## config.mk

```make
export PLATFORM = sky130hd
export DESIGN_NAME = ysyx_041461_hazard_ctrl_flat
export DESIGN_NICKNAME = d
export VERILOG_FILES = /design/src/rtl/ysyx_041461_hazard_ctrl_if.sv /design/src/rtl/ysyx_041461_hazard_ctrl.sv /design/src/flat_wrapper.sv
export SDC_FILE = /design/constraint.sdc
export NUM_CORES = 1
export LEC_CHECK = 0
export ABC_AREA = 1
export ABC_CLOCK_PERIOD_IN_PS = 3360
export CAP_MARGIN = 20
export CELL_PAD_IN_SITES_DETAIL_PLACEMENT = 1
export CELL_PAD_IN_SITES_GLOBAL_PLACEMENT = 1
export CORE_ASPECT_RATIO = 0.75
export CORE_MARGIN = 3
export CORE_UTILIZATION = 40
export CTS_BUF_LIST = sky130_fd_sc_hd__clkbuf_2 sky130_fd_sc_hd__clkbuf_4 sky130_fd_sc_hd__clkbuf_8
export DETAILED_ROUTE_END_ITERATION = 6
export PLACE_DENSITY = 0.87
export SYNTH_ARGS = -nofsm -noshare
export SYNTH_HDL_FRONTEND = slang
export SYNTH_SLANG_ARGS = --single-unit
```

## constraint.sdc

```tcl
create_clock -name clk -period 3.36 [get_ports clk]
set_clock_uncertainty 0.05 [all_clocks]
set_input_delay 0.672 -clock clk [delete_from_list [all_inputs] [get_ports clk]]
set_output_delay 0.672 -clock clk [all_outputs]
set_load 0.005 [all_outputs]
```

## src/rtl/ysyx_041461_hazard_ctrl_if.sv

```systemverilog
// Purpose: status/control bundle between the pipeline and the hazard controller.
// Latency: none; wires only.
// Backpressure: none; enables and bubbles travel as plain levels.
//
// Port summary:
//   status from the pipeline -> ID/EXE register fields, mul/div pulses, MEM handshake
//   control to the pipeline  -> *reg_enable, *reg_valid_fromCD, mem_timeout, perf counters
interface ysyx_041461_hazard_ctrl_if #(
   parameter int CNT_W = 32
) ();
   logic             ID_valid;
   logic [4:0]       ID_rs1;
   logic [4:0]       ID_rs2;
   logic             ID_rs1_used;
   logic             ID_rs2_used;
   logic             EXE_valid;
   logic [4:0]       EXE_rd;
   logic             EXE_is_load;
   logic             EXE_redirect;
   logic             EXE_md_start;
   logic             EXE_md_done;
   logic             MEM_req_valid;
   logic             MEM_ready;

   logic             IFreg_enable;
   logic             IDreg_enable;
   logic             EXEreg_enable;
   logic             MEMreg_enable;
   logic             IDreg_valid_fromCD;
   logic             EXEreg_valid_fromCD;
   logic             MEMreg_valid_fromCD;
   logic             mem_timeout;
   logic [CNT_W-1:0] stall_cnt;
   logic [CNT_W-1:0] flush_cnt;

   // Pipeline side: reports stage status, consumes enables and bubbles.
   modport master (
      output ID_valid, ID_rs1, ID_rs2, ID_rs1_used, ID_rs2_used,
      output EXE_valid, EXE_rd, EXE_is_load, EXE_redirect, EXE_md_start, EXE_md_done,
      output MEM_req_valid, MEM_ready,
      input  IFreg_enable, IDreg_enable, EXEreg_enable, MEMreg_enable,
      input  IDreg_valid_fromCD, EXEreg_valid_fromCD, MEMreg_valid_fromCD,
      input  mem_timeout, stall_cnt, flush_cnt
   );

   // Controller side.
   modport slave (
      input  ID_valid, ID_rs1, ID_rs2, ID_rs1_used, ID_rs2_used,
      input  EXE_valid, EXE_rd, EXE_is_load, EXE_redirect, EXE_md_start, EXE_md_done,
      input  MEM_req_valid, MEM_ready,
      output IFreg_enable, IDreg_enable, EXEreg_enable, MEMreg_enable,
      output IDreg_valid_fromCD, EXEreg_valid_fromCD, MEMreg_valid_fromCD,
      output mem_timeout, stall_cnt, flush_cnt
   );
endinterface

```

## src/rtl/ysyx_041461_hazard_ctrl.sv

```systemverilog
// Purpose: pipeline hazard/stall controller (load-use, redirect, mul/div hold, memory wait, watchdog).
// Latency: enables/bubbles are combinational, same cycle as the causing condition.
// Backpressure: freezes IF/ID/EXE (and MEM on memory wait) by dropping the register enables.
//
// Port summary:
//   clk, rst : single clock, synchronous active-high reset
//   hc       : slave side of ysyx_041461_hazard_ctrl_if (stage status in, enables/bubbles/counters out)
module ysyx_041461_hazard_ctrl #(
   parameter int MEM_TIMEOUT = 1024,
   parameter int CNT_W       = 32
) (
   input logic                      clk,
   input logic                      rst,
   ysyx_041461_hazard_ctrl_if.slave hc
);

   localparam int                WCNT_W    = $clog2(MEM_TIMEOUT) + 1;
   localparam logic [WCNT_W-1:0] WCNT_LAST = WCNT_W'(MEM_TIMEOUT - 1);
   localparam logic [CNT_W-1:0]  CNT_MAX   = '1;

   typedef enum logic [1:0] {
      ST_RUN      = 2'd0,
      ST_MD_BUSY  = 2'd1,
      ST_MEM_WAIT = 2'd2,
      ST_ERROR    = 2'd3
   } state_t;

   state_t            r_state;
   state_t            w_state_nxt;
   logic [WCNT_W-1:0] r_wcnt;
   logic [WCNT_W-1:0] w_wcnt_nxt;
   logic [CNT_W-1:0]  r_stall_cnt;
   logic [CNT_W-1:0]  r_flush_cnt;

   logic w_mem_stall;
   logic w_rs1_hit;
   logic w_rs2_hit;
   logic w_hazard;
   logic w_md_hold;
   logic w_flush;
   logic w_if_en;
   logic w_id_en;
   logic w_exe_en;
   logic w_mem_en;
   logic w_id_vld;
   logic w_exe_vld;
   logic w_mem_vld;

   // ---------------------------------------------------------------
   // Condition decode
   // ---------------------------------------------------------------
   always_comb begin
      w_mem_stall = hc.MEM_req_valid & ~hc.MEM_ready;
      w_rs1_hit   = hc.ID_rs1_used & (hc.ID_rs1 == hc.EXE_rd);
      w_rs2_hit   = hc.ID_rs2_used & (hc.ID_rs2 == hc.EXE_rd);
      w_hazard    = hc.ID_valid & hc.EXE_valid & hc.EXE_is_load & (hc.EXE_rd != 5'd0)
                    & (w_rs1_hit | w_rs2_hit);
      // A start seen during a memory stall is not accepted, so it must not open a hold.
      // A start that completes in the same cycle needs no hold either.
      w_md_hold   = ((r_state == ST_MD_BUSY)
                     | ((r_state == ST_RUN) & hc.EXE_valid & hc.EXE_md_start & ~w_mem_stall))
                    & ~hc.EXE_md_done;
   end

   // ---------------------------------------------------------------
   // State / watchdog next-state
   // ---------------------------------------------------------------
   always_comb begin
      w_state_nxt = r_state;
      w_wcnt_nxt  = r_wcnt;
      case (r_state)
         ST_RUN: begin
            if (w_mem_stall) begin
               w_state_nxt = ST_MEM_WAIT;
               w_wcnt_nxt  = WCNT_W'(1);
            end else if (w_md_hold) begin
               w_state_nxt = ST_MD_BUSY;
            end
         end
         ST_MEM_WAIT: begin
            // Completion on the last allowed cycle still counts as success.
            if (hc.MEM_ready) begin
               w_state_nxt = ST_RUN;
               w_wcnt_nxt  = '0;
            end else if (r_wcnt == WCNT_LAST) begin
               w_state_nxt = ST_ERROR;
            end else begin
               w_wcnt_nxt  = r_wcnt + WCNT_W'(1);
            end
         end
         ST_MD_BUSY: begin
            // A memory stall of an older op only freezes MEM; the hold continues.
            if (hc.EXE_md_done) begin
               w_state_nxt = ST_RUN;
            end
         end
         ST_ERROR: begin
            w_state_nxt = ST_ERROR;
         end
         default: begin
            w_state_nxt = ST_RUN;
         end
      endcase
   end

   // ---------------------------------------------------------------
   // Enable / bubble generation, first matching rule wins
   // ---------------------------------------------------------------
   always_comb begin
      w_if_en   = 1'b1;
      w_id_en   = 1'b1;
      w_exe_en  = 1'b1;
      w_mem_en  = 1'b1;
      w_id_vld  = 1'b1;
      w_exe_vld = 1'b1;
      w_mem_vld = 1'b1;
      w_flush   = 1'b0;
      if (rst || (r_state == ST_ERROR)) begin
         w_if_en   = 1'b0;
         w_id_en   = 1'b0;
         w_exe_en  = 1'b0;
         w_mem_en  = 1'b0;
         w_id_vld  = 1'b0;
         w_exe_vld = 1'b0;
         w_mem_vld = 1'b0;
      end else if (w_mem_stall) begin
         w_if_en   = 1'b0;
         w_id_en   = 1'b0;
         w_exe_en  = 1'b0;
         w_mem_en  = 1'b0;
      end else if (w_md_hold) begin
         // Keep MEM moving, filling it with bubbles behind the older op.
         w_if_en   = 1'b0;
         w_id_en   = 1'b0;
         w_exe_en  = 1'b0;
         w_mem_vld = 1'b0;
      end else if (hc.EXE_redirect) begin
         // Wrong-path instructions in IF and ID are dropped; the dependent load
         // (if any) is on the wrong path too, so the hazard is moot.
         w_id_vld  = 1'b0;
         w_exe_vld = 1'b0;
         w_flush   = 1'b1;
      end else if (w_hazard) begin
         w_if_en   = 1'b0;
         w_id_en   = 1'b0;
         w_exe_vld = 1'b0;
      end
   end

   // ---------------------------------------------------------------
   // Sequential state
   // ---------------------------------------------------------------
   always_ff @(posedge clk) begin
      if (rst) begin
         r_state     <= ST_RUN;
         r_wcnt      <= '0;
         r_stall_cnt <= '0;
         r_flush_cnt <= '0;
      end else begin
         r_state <= w_state_nxt;
         r_wcnt  <= w_wcnt_nxt;
         if (!w_if_en && (r_state != ST_ERROR) && (r_stall_cnt != CNT_MAX)) begin
            r_stall_cnt <= r_stall_cnt + CNT_W'(1);
         end
         if (w_flush && (r_flush_cnt != CNT_MAX)) begin
            r_flush_cnt <= r_flush_cnt + CNT_W'(1);
         end
      end
   end

   assign hc.IFreg_enable        = w_if_en;
   assign hc.IDreg_enable        = w_id_en;
   assign hc.EXEreg_enable       = w_exe_en;
   assign hc.MEMreg_enable       = w_mem_en;
   assign hc.IDreg_valid_fromCD  = w_id_vld;
   assign hc.EXEreg_valid_fromCD = w_exe_vld;
   assign hc.MEMreg_valid_fromCD = w_mem_vld;
   assign hc.mem_timeout         = (r_state == ST_ERROR);
   assign hc.stall_cnt           = r_stall_cnt;
   assign hc.flush_cnt           = r_flush_cnt;

endmodule

```

## src/flat_wrapper.sv

```systemverilog
// flat-port wrapper written by rule: the top's interface ports become plain ports
module ysyx_041461_hazard_ctrl_flat 
#(
   parameter int MEM_TIMEOUT = 1024,
   parameter int CNT_W       = 32
)
  (clk, rst, hc_ID_valid, hc_ID_rs1, hc_ID_rs2, hc_ID_rs1_used, hc_ID_rs2_used, hc_EXE_valid, hc_EXE_rd, hc_EXE_is_load, hc_EXE_redirect, hc_EXE_md_start, hc_EXE_md_done, hc_MEM_req_valid, hc_MEM_ready, hc_IFreg_enable, hc_IDreg_enable, hc_EXEreg_enable, hc_MEMreg_enable, hc_IDreg_valid_fromCD, hc_EXEreg_valid_fromCD, hc_MEMreg_valid_fromCD, hc_mem_timeout, hc_stall_cnt, hc_flush_cnt);
  ysyx_041461_hazard_ctrl_if #(.CNT_W(CNT_W)) hc_i ();
  input logic clk;
  input logic rst;
  input wire logic [$bits(hc_i.ID_valid)-1:0] hc_ID_valid;
  input wire logic [$bits(hc_i.ID_rs1)-1:0] hc_ID_rs1;
  input wire logic [$bits(hc_i.ID_rs2)-1:0] hc_ID_rs2;
  input wire logic [$bits(hc_i.ID_rs1_used)-1:0] hc_ID_rs1_used;
  input wire logic [$bits(hc_i.ID_rs2_used)-1:0] hc_ID_rs2_used;
  input wire logic [$bits(hc_i.EXE_valid)-1:0] hc_EXE_valid;
  input wire logic [$bits(hc_i.EXE_rd)-1:0] hc_EXE_rd;
  input wire logic [$bits(hc_i.EXE_is_load)-1:0] hc_EXE_is_load;
  input wire logic [$bits(hc_i.EXE_redirect)-1:0] hc_EXE_redirect;
  input wire logic [$bits(hc_i.EXE_md_start)-1:0] hc_EXE_md_start;
  input wire logic [$bits(hc_i.EXE_md_done)-1:0] hc_EXE_md_done;
  input wire logic [$bits(hc_i.MEM_req_valid)-1:0] hc_MEM_req_valid;
  input wire logic [$bits(hc_i.MEM_ready)-1:0] hc_MEM_ready;
  output wire logic [$bits(hc_i.IFreg_enable)-1:0] hc_IFreg_enable;
  output wire logic [$bits(hc_i.IDreg_enable)-1:0] hc_IDreg_enable;
  output wire logic [$bits(hc_i.EXEreg_enable)-1:0] hc_EXEreg_enable;
  output wire logic [$bits(hc_i.MEMreg_enable)-1:0] hc_MEMreg_enable;
  output wire logic [$bits(hc_i.IDreg_valid_fromCD)-1:0] hc_IDreg_valid_fromCD;
  output wire logic [$bits(hc_i.EXEreg_valid_fromCD)-1:0] hc_EXEreg_valid_fromCD;
  output wire logic [$bits(hc_i.MEMreg_valid_fromCD)-1:0] hc_MEMreg_valid_fromCD;
  output wire logic [$bits(hc_i.mem_timeout)-1:0] hc_mem_timeout;
  output wire logic [$bits(hc_i.stall_cnt)-1:0] hc_stall_cnt;
  output wire logic [$bits(hc_i.flush_cnt)-1:0] hc_flush_cnt;
  assign hc_i.ID_valid = hc_ID_valid;
  assign hc_i.ID_rs1 = hc_ID_rs1;
  assign hc_i.ID_rs2 = hc_ID_rs2;
  assign hc_i.ID_rs1_used = hc_ID_rs1_used;
  assign hc_i.ID_rs2_used = hc_ID_rs2_used;
  assign hc_i.EXE_valid = hc_EXE_valid;
  assign hc_i.EXE_rd = hc_EXE_rd;
  assign hc_i.EXE_is_load = hc_EXE_is_load;
  assign hc_i.EXE_redirect = hc_EXE_redirect;
  assign hc_i.EXE_md_start = hc_EXE_md_start;
  assign hc_i.EXE_md_done = hc_EXE_md_done;
  assign hc_i.MEM_req_valid = hc_MEM_req_valid;
  assign hc_i.MEM_ready = hc_MEM_ready;
  assign hc_IFreg_enable = hc_i.IFreg_enable;
  assign hc_IDreg_enable = hc_i.IDreg_enable;
  assign hc_EXEreg_enable = hc_i.EXEreg_enable;
  assign hc_MEMreg_enable = hc_i.MEMreg_enable;
  assign hc_IDreg_valid_fromCD = hc_i.IDreg_valid_fromCD;
  assign hc_EXEreg_valid_fromCD = hc_i.EXEreg_valid_fromCD;
  assign hc_MEMreg_valid_fromCD = hc_i.MEMreg_valid_fromCD;
  assign hc_mem_timeout = hc_i.mem_timeout;
  assign hc_stall_cnt = hc_i.stall_cnt;
  assign hc_flush_cnt = hc_i.flush_cnt;
  ysyx_041461_hazard_ctrl #(.MEM_TIMEOUT(MEM_TIMEOUT), .CNT_W(CNT_W)) u_core (.clk(clk), .rst(rst), .hc(hc_i));
endmodule
```

==> flow_metrics.env <==
export IMPL_max_cap_violations=0
export IMPL_final_layout_size_suffix_gt1_frac=0.0596
export IMPL_track_usage=0.264
export IMPL_first_pass_iters=5
export IMPL_yosys_warnings=0
export IMPL_nets=931
export IMPL_power_density_mw_per_mm2=315
export IMPL_synthSimpleGateAreaFrac=0.441
export IMPL_crit_arrival_ps=2580
export IMPL_netlist_area_mm2=0.00502
export IMPL_fin_area_mm2=0.00637
export IMPL_worst_hold_startpoint="u_core.r_wcnt[2]$_SDFFE_PP0P_"
export IMPL_swShare=0.270
export IMPL_drt_iter0_markers=376
export IMPL_place_area_mm2=0.00612
export IMPL_finalSetupViolCount=0
export IMPL_initial_core_util=0.422
export IMPL_status="finished, final reports clean"
export IMPL_num_antenna_cells=0
export IMPL_dp_slack_ps=10.9
export IMPL_maxSlewHeadroom=0.508
export IMPL_synthMuxAreaShare=0
export IMPL_ant_nets=0
export IMPL_max_stage_delay_ps=560
export IMPL_synth_seq_area_share=0.307
export IMPL_io_buffer_count=98
export IMPL_crit_start="hc_MEM_ready"
export IMPL_worstPathCellList="clkdlybuf4s50_1, nor2_4, nor2_1, inv_1, o21ai_4, nor2_1, nand2_1, nand2_1, inv_1, nand2_1, inv_1, clkdlybuf4s50_1"
export IMPL_cp_buffers_inverters=5
export IMPL_worstSetupEndpointType="output pin"
export IMPL_timing_final_crit_share=0.982
export IMPL_place_gp_congestion=0.968
export IMPL_synth_adder_area_share=0.00747
export IMPL_combPwrFrac=0.122
export IMPL_switchingPower_uw=541
export IMPL_dieArea_mm2=0.0140
export IMPL_rows=34
export IMPL_clk_pin_slew_ps=90
export IMPL_cts_sinks=77
export IMPL_dp_hpwl_um=13800
export IMPL_rsz0062_at_grt="true"
export IMPL_insertion_delay_ps=370
export IMPL_ir_drop_mv=0.183
export IMPL_syn_avg_cell_area_um2=6.22
export IMPL_hp_class="register to register"
export IMPL_syn2layout_area_growth_pct=26.7
export IMPL_synthCells=808
export IMPL_fin_ws_ps=60.3
export IMPL_grt_pass1_vias=5682
export IMPL_synth_top_family_by_area="simple AND/OR/NAND/NOR gates"
export IMPL_grt_antenna_before_repair=0
export IMPL_clock_root_buffer="clkbuf_8"
export IMPL_io_pin_count=99
export IMPL_vias=5743
export IMPL_core_area_mm2=0.0119
export IMPL_worstReg2RegStart="u_core.hc.stall_cnt[0]$_SDFFE_PP0P_"
export IMPL_synth_xor_area_frac=0.0715
export IMPL_cp_slowest_cell="clkdlybuf4s50_1"
export IMPL_fmax_ghz=0.303
export IMPL_clockPowerShare=0.411
export IMPL_die_x_um=135
export IMPL_postCtsHoldBufs=0
export IMPL_numCtsBuffers=9
export IMPL_grt_max_degree=66
export IMPL_p_leak_nw=2.28
export IMPL_h_tree_depth=3
export IMPL_crit_family="buffers and inverters"
export IMPL_die_h_um=103
export IMPL_cp_required_ps=2640
export IMPL_startpoint_type="input pin"
export IMPL_p_total_mw=2.01
export IMPL_p_seq_frac=0.467
export IMPL_viasPerCell=5.38
export IMPL_grt_pass1_wl_um=29500
export IMPL_cts_tree="yes"
export IMPL_tightest_slew_ps=738
export IMPL_post_route_min_period_ps=3300
export IMPL_synth_net_count=838
export IMPL_ys_types=34
export IMPL_wirelength_um=18100
export IMPL_path_class="input pin to output pin"
export IMPL_synth_compound_area_share=0.0929
export IMPL_clock_path_buffers=2
export IMPL_synth_seq_cells=77
export IMPL_routedWlPerCell_um=16.9
export IMPL_slew_violations=0
export IMPL_drc=0
export IMPL_intPower_mw=1.47
export IMPL_grt_overflow=0
export IMPL_cp_max_fo=4
export IMPL_hold_violations=0
-- what timing repair did --
item / in CTS / in global routing
endpoints found under the setup margin: 0 / 2
resized for setup: 0 / 3
buffers inserted: 0 / 1
-- layout by cell type (no fill, tap or decap), types with 2 or more instances in the layout --
| cell type | n |
|---|---|
| nand2_1 | 275 |
| nor2_1 | 101 |
| clkdlybuf4s50_1 | 97 |
| dfxtp_1 | 77 |
| a21oi_1 | 68 |
| inv_1 | 63 |
| nand4_1 | 42 |
| nand3_1 | 37 |
| xor2_1 | 26 |
| nor3_1 | 19 |
| xnor2_1 | 15 |
| o21ai_0 | 12 |
| nand3b_1 | 10 |
| clkbuf_8 | 10 |
| buf_4 | 10 |
| nor2_2 | 7 |
| nand2_2 | 5 |
| inv_2 | 4 |
| nor2_4 | 4 |
| ha_1 | 3 |
| nand3_2 | 2 |
| bufinv_16 | 2 |
| clkinvlp_4 | 2 |
-- power groups by stage --
stage / registers (mW) / clock network [mW] / logic (mW)
3_5_place_dp: 0.959 / 0 / 0.239
6_report: 0.938 / 0.824 / 0.245
5_1_grt: 0.940 / 0.888 / 0.271
4_1_cts: 0.937 / 0.845 / 0.240
2_1_floorplan: 0.954 / 0 / 0.141
3_3_place_gp: 0.958 / 0 / 0.227
-- state kept, by name, indices dropped and copies added (netlist names) --
register and flops:
u_core.hc.flush_cnt 32, u_core.hc.stall_cnt 32, u_core.r_state 2, u_core.r_wcnt 11
-- per-layer routing --
layer	up-vias	track usage	share of wire
li1	2791	-	-
met1	2763	0.380	0.48
met2	175	0.404	0.44
met3	14	0.0590	0.068
met4	0	0.0596	0.010
met5	-	0	0
-- cell type report --
| type | instances | area [µm²] |
|---|---|---|
| inverter | 67 | 251 |
| tap | 162 | 203 |
| clock inverter | 5 | 83.8 |
| multi-input combinational | 638 | 3090 |
| fill | 1633 | 5540 |
| clock buffer | 11 | 145 |
| timing repair buffer | 108 | 1050 |
| sequential | 77 | 1540 |
-- worst reg2reg max path, stage by stage (launching register included) --
cell and delay, ps:
dfxtp_1 480, ha_1 370, nand2_1 140, inv_1 90, nand2_2 70, inv_2 90, nand2_2 90, nor2_4 180
nand4_4 110, nand3_2 100, buf_4 330, nand2_1 130, a21oi_1 180
-- path summary, 6_finish.rpt --
path                                           to  slack (ps)  cells past startpoint
min                 u_core.r_wcnt[2]$_SDFFE_PP0P_         430                      2
max reg2reg  u_core.hc.stall_cnt[18]$_SDFFE_PP0P_         880                     12
min reg2reg         u_core.r_wcnt[2]$_SDFFE_PP0P_         430                      2
max                        hc_EXEreg_valid_fromCD          60                     12
-- stage by stage --
step / utilization / std cells / hold slack, ps / setup TNS [ps]
2_1_floorplan: - / 808 / 387 / 0
3_3_place_gp: 0.513 / 1051 / 399 / 0
3_5_place_dp: 0.513 / 1051 / 412 / 0
4_1_cts: 0.533 / 1067 / 423 / 0
5_1_grt: 0.535 / 1068 / 455 / -34.4
6_report: 0.535 / 1068 / 426 / 0
-- cell usage after synthesis --
master    number  area, µm²
a311oi_1       1       8.76
a21boi_0       1       7.51
a21oi_1       68        340
inv_2          4       15.0
nand3_2        2       20.0
xnor2_1       15        131
xor2_1        26        228
buf_4          6       45.0
clkbuf_1      13       48.8
nor2_2         7       43.8
buf_6          4       45.0
nor3_2         1       10.0
buf_2          3       15.0
o21a_1         1       7.51
nor2_4         3       33.8
o211a_1        1       10.0
nand2_2        5       31.3
ha_1           3       37.5
nand3_1       37        185
nor2_1       102        383
a211oi_1       1       7.51
o21ai_0       12       60.1
o21ai_2        1       8.76
a21oi_2        1       8.76
o21bai_1       1       7.51
inv_1         63        236
nand4_1       42        263
nand3b_1      10       75.1
nor3b_1        1       7.51
nand2_1      275       1030
nor3b_2        1       12.5
nor3_1        19       95.1
dfxtp_1       77       1540
nand4_4        1       21.3
-- cell families after synthesis --
logic type	after synthesis
compound gates	88
xor+xnor	41
buf+inv	93
simple gates	506
fa+ha+maj	3
flops	77
Note: power is estimated with default switching activity, not from simulation.
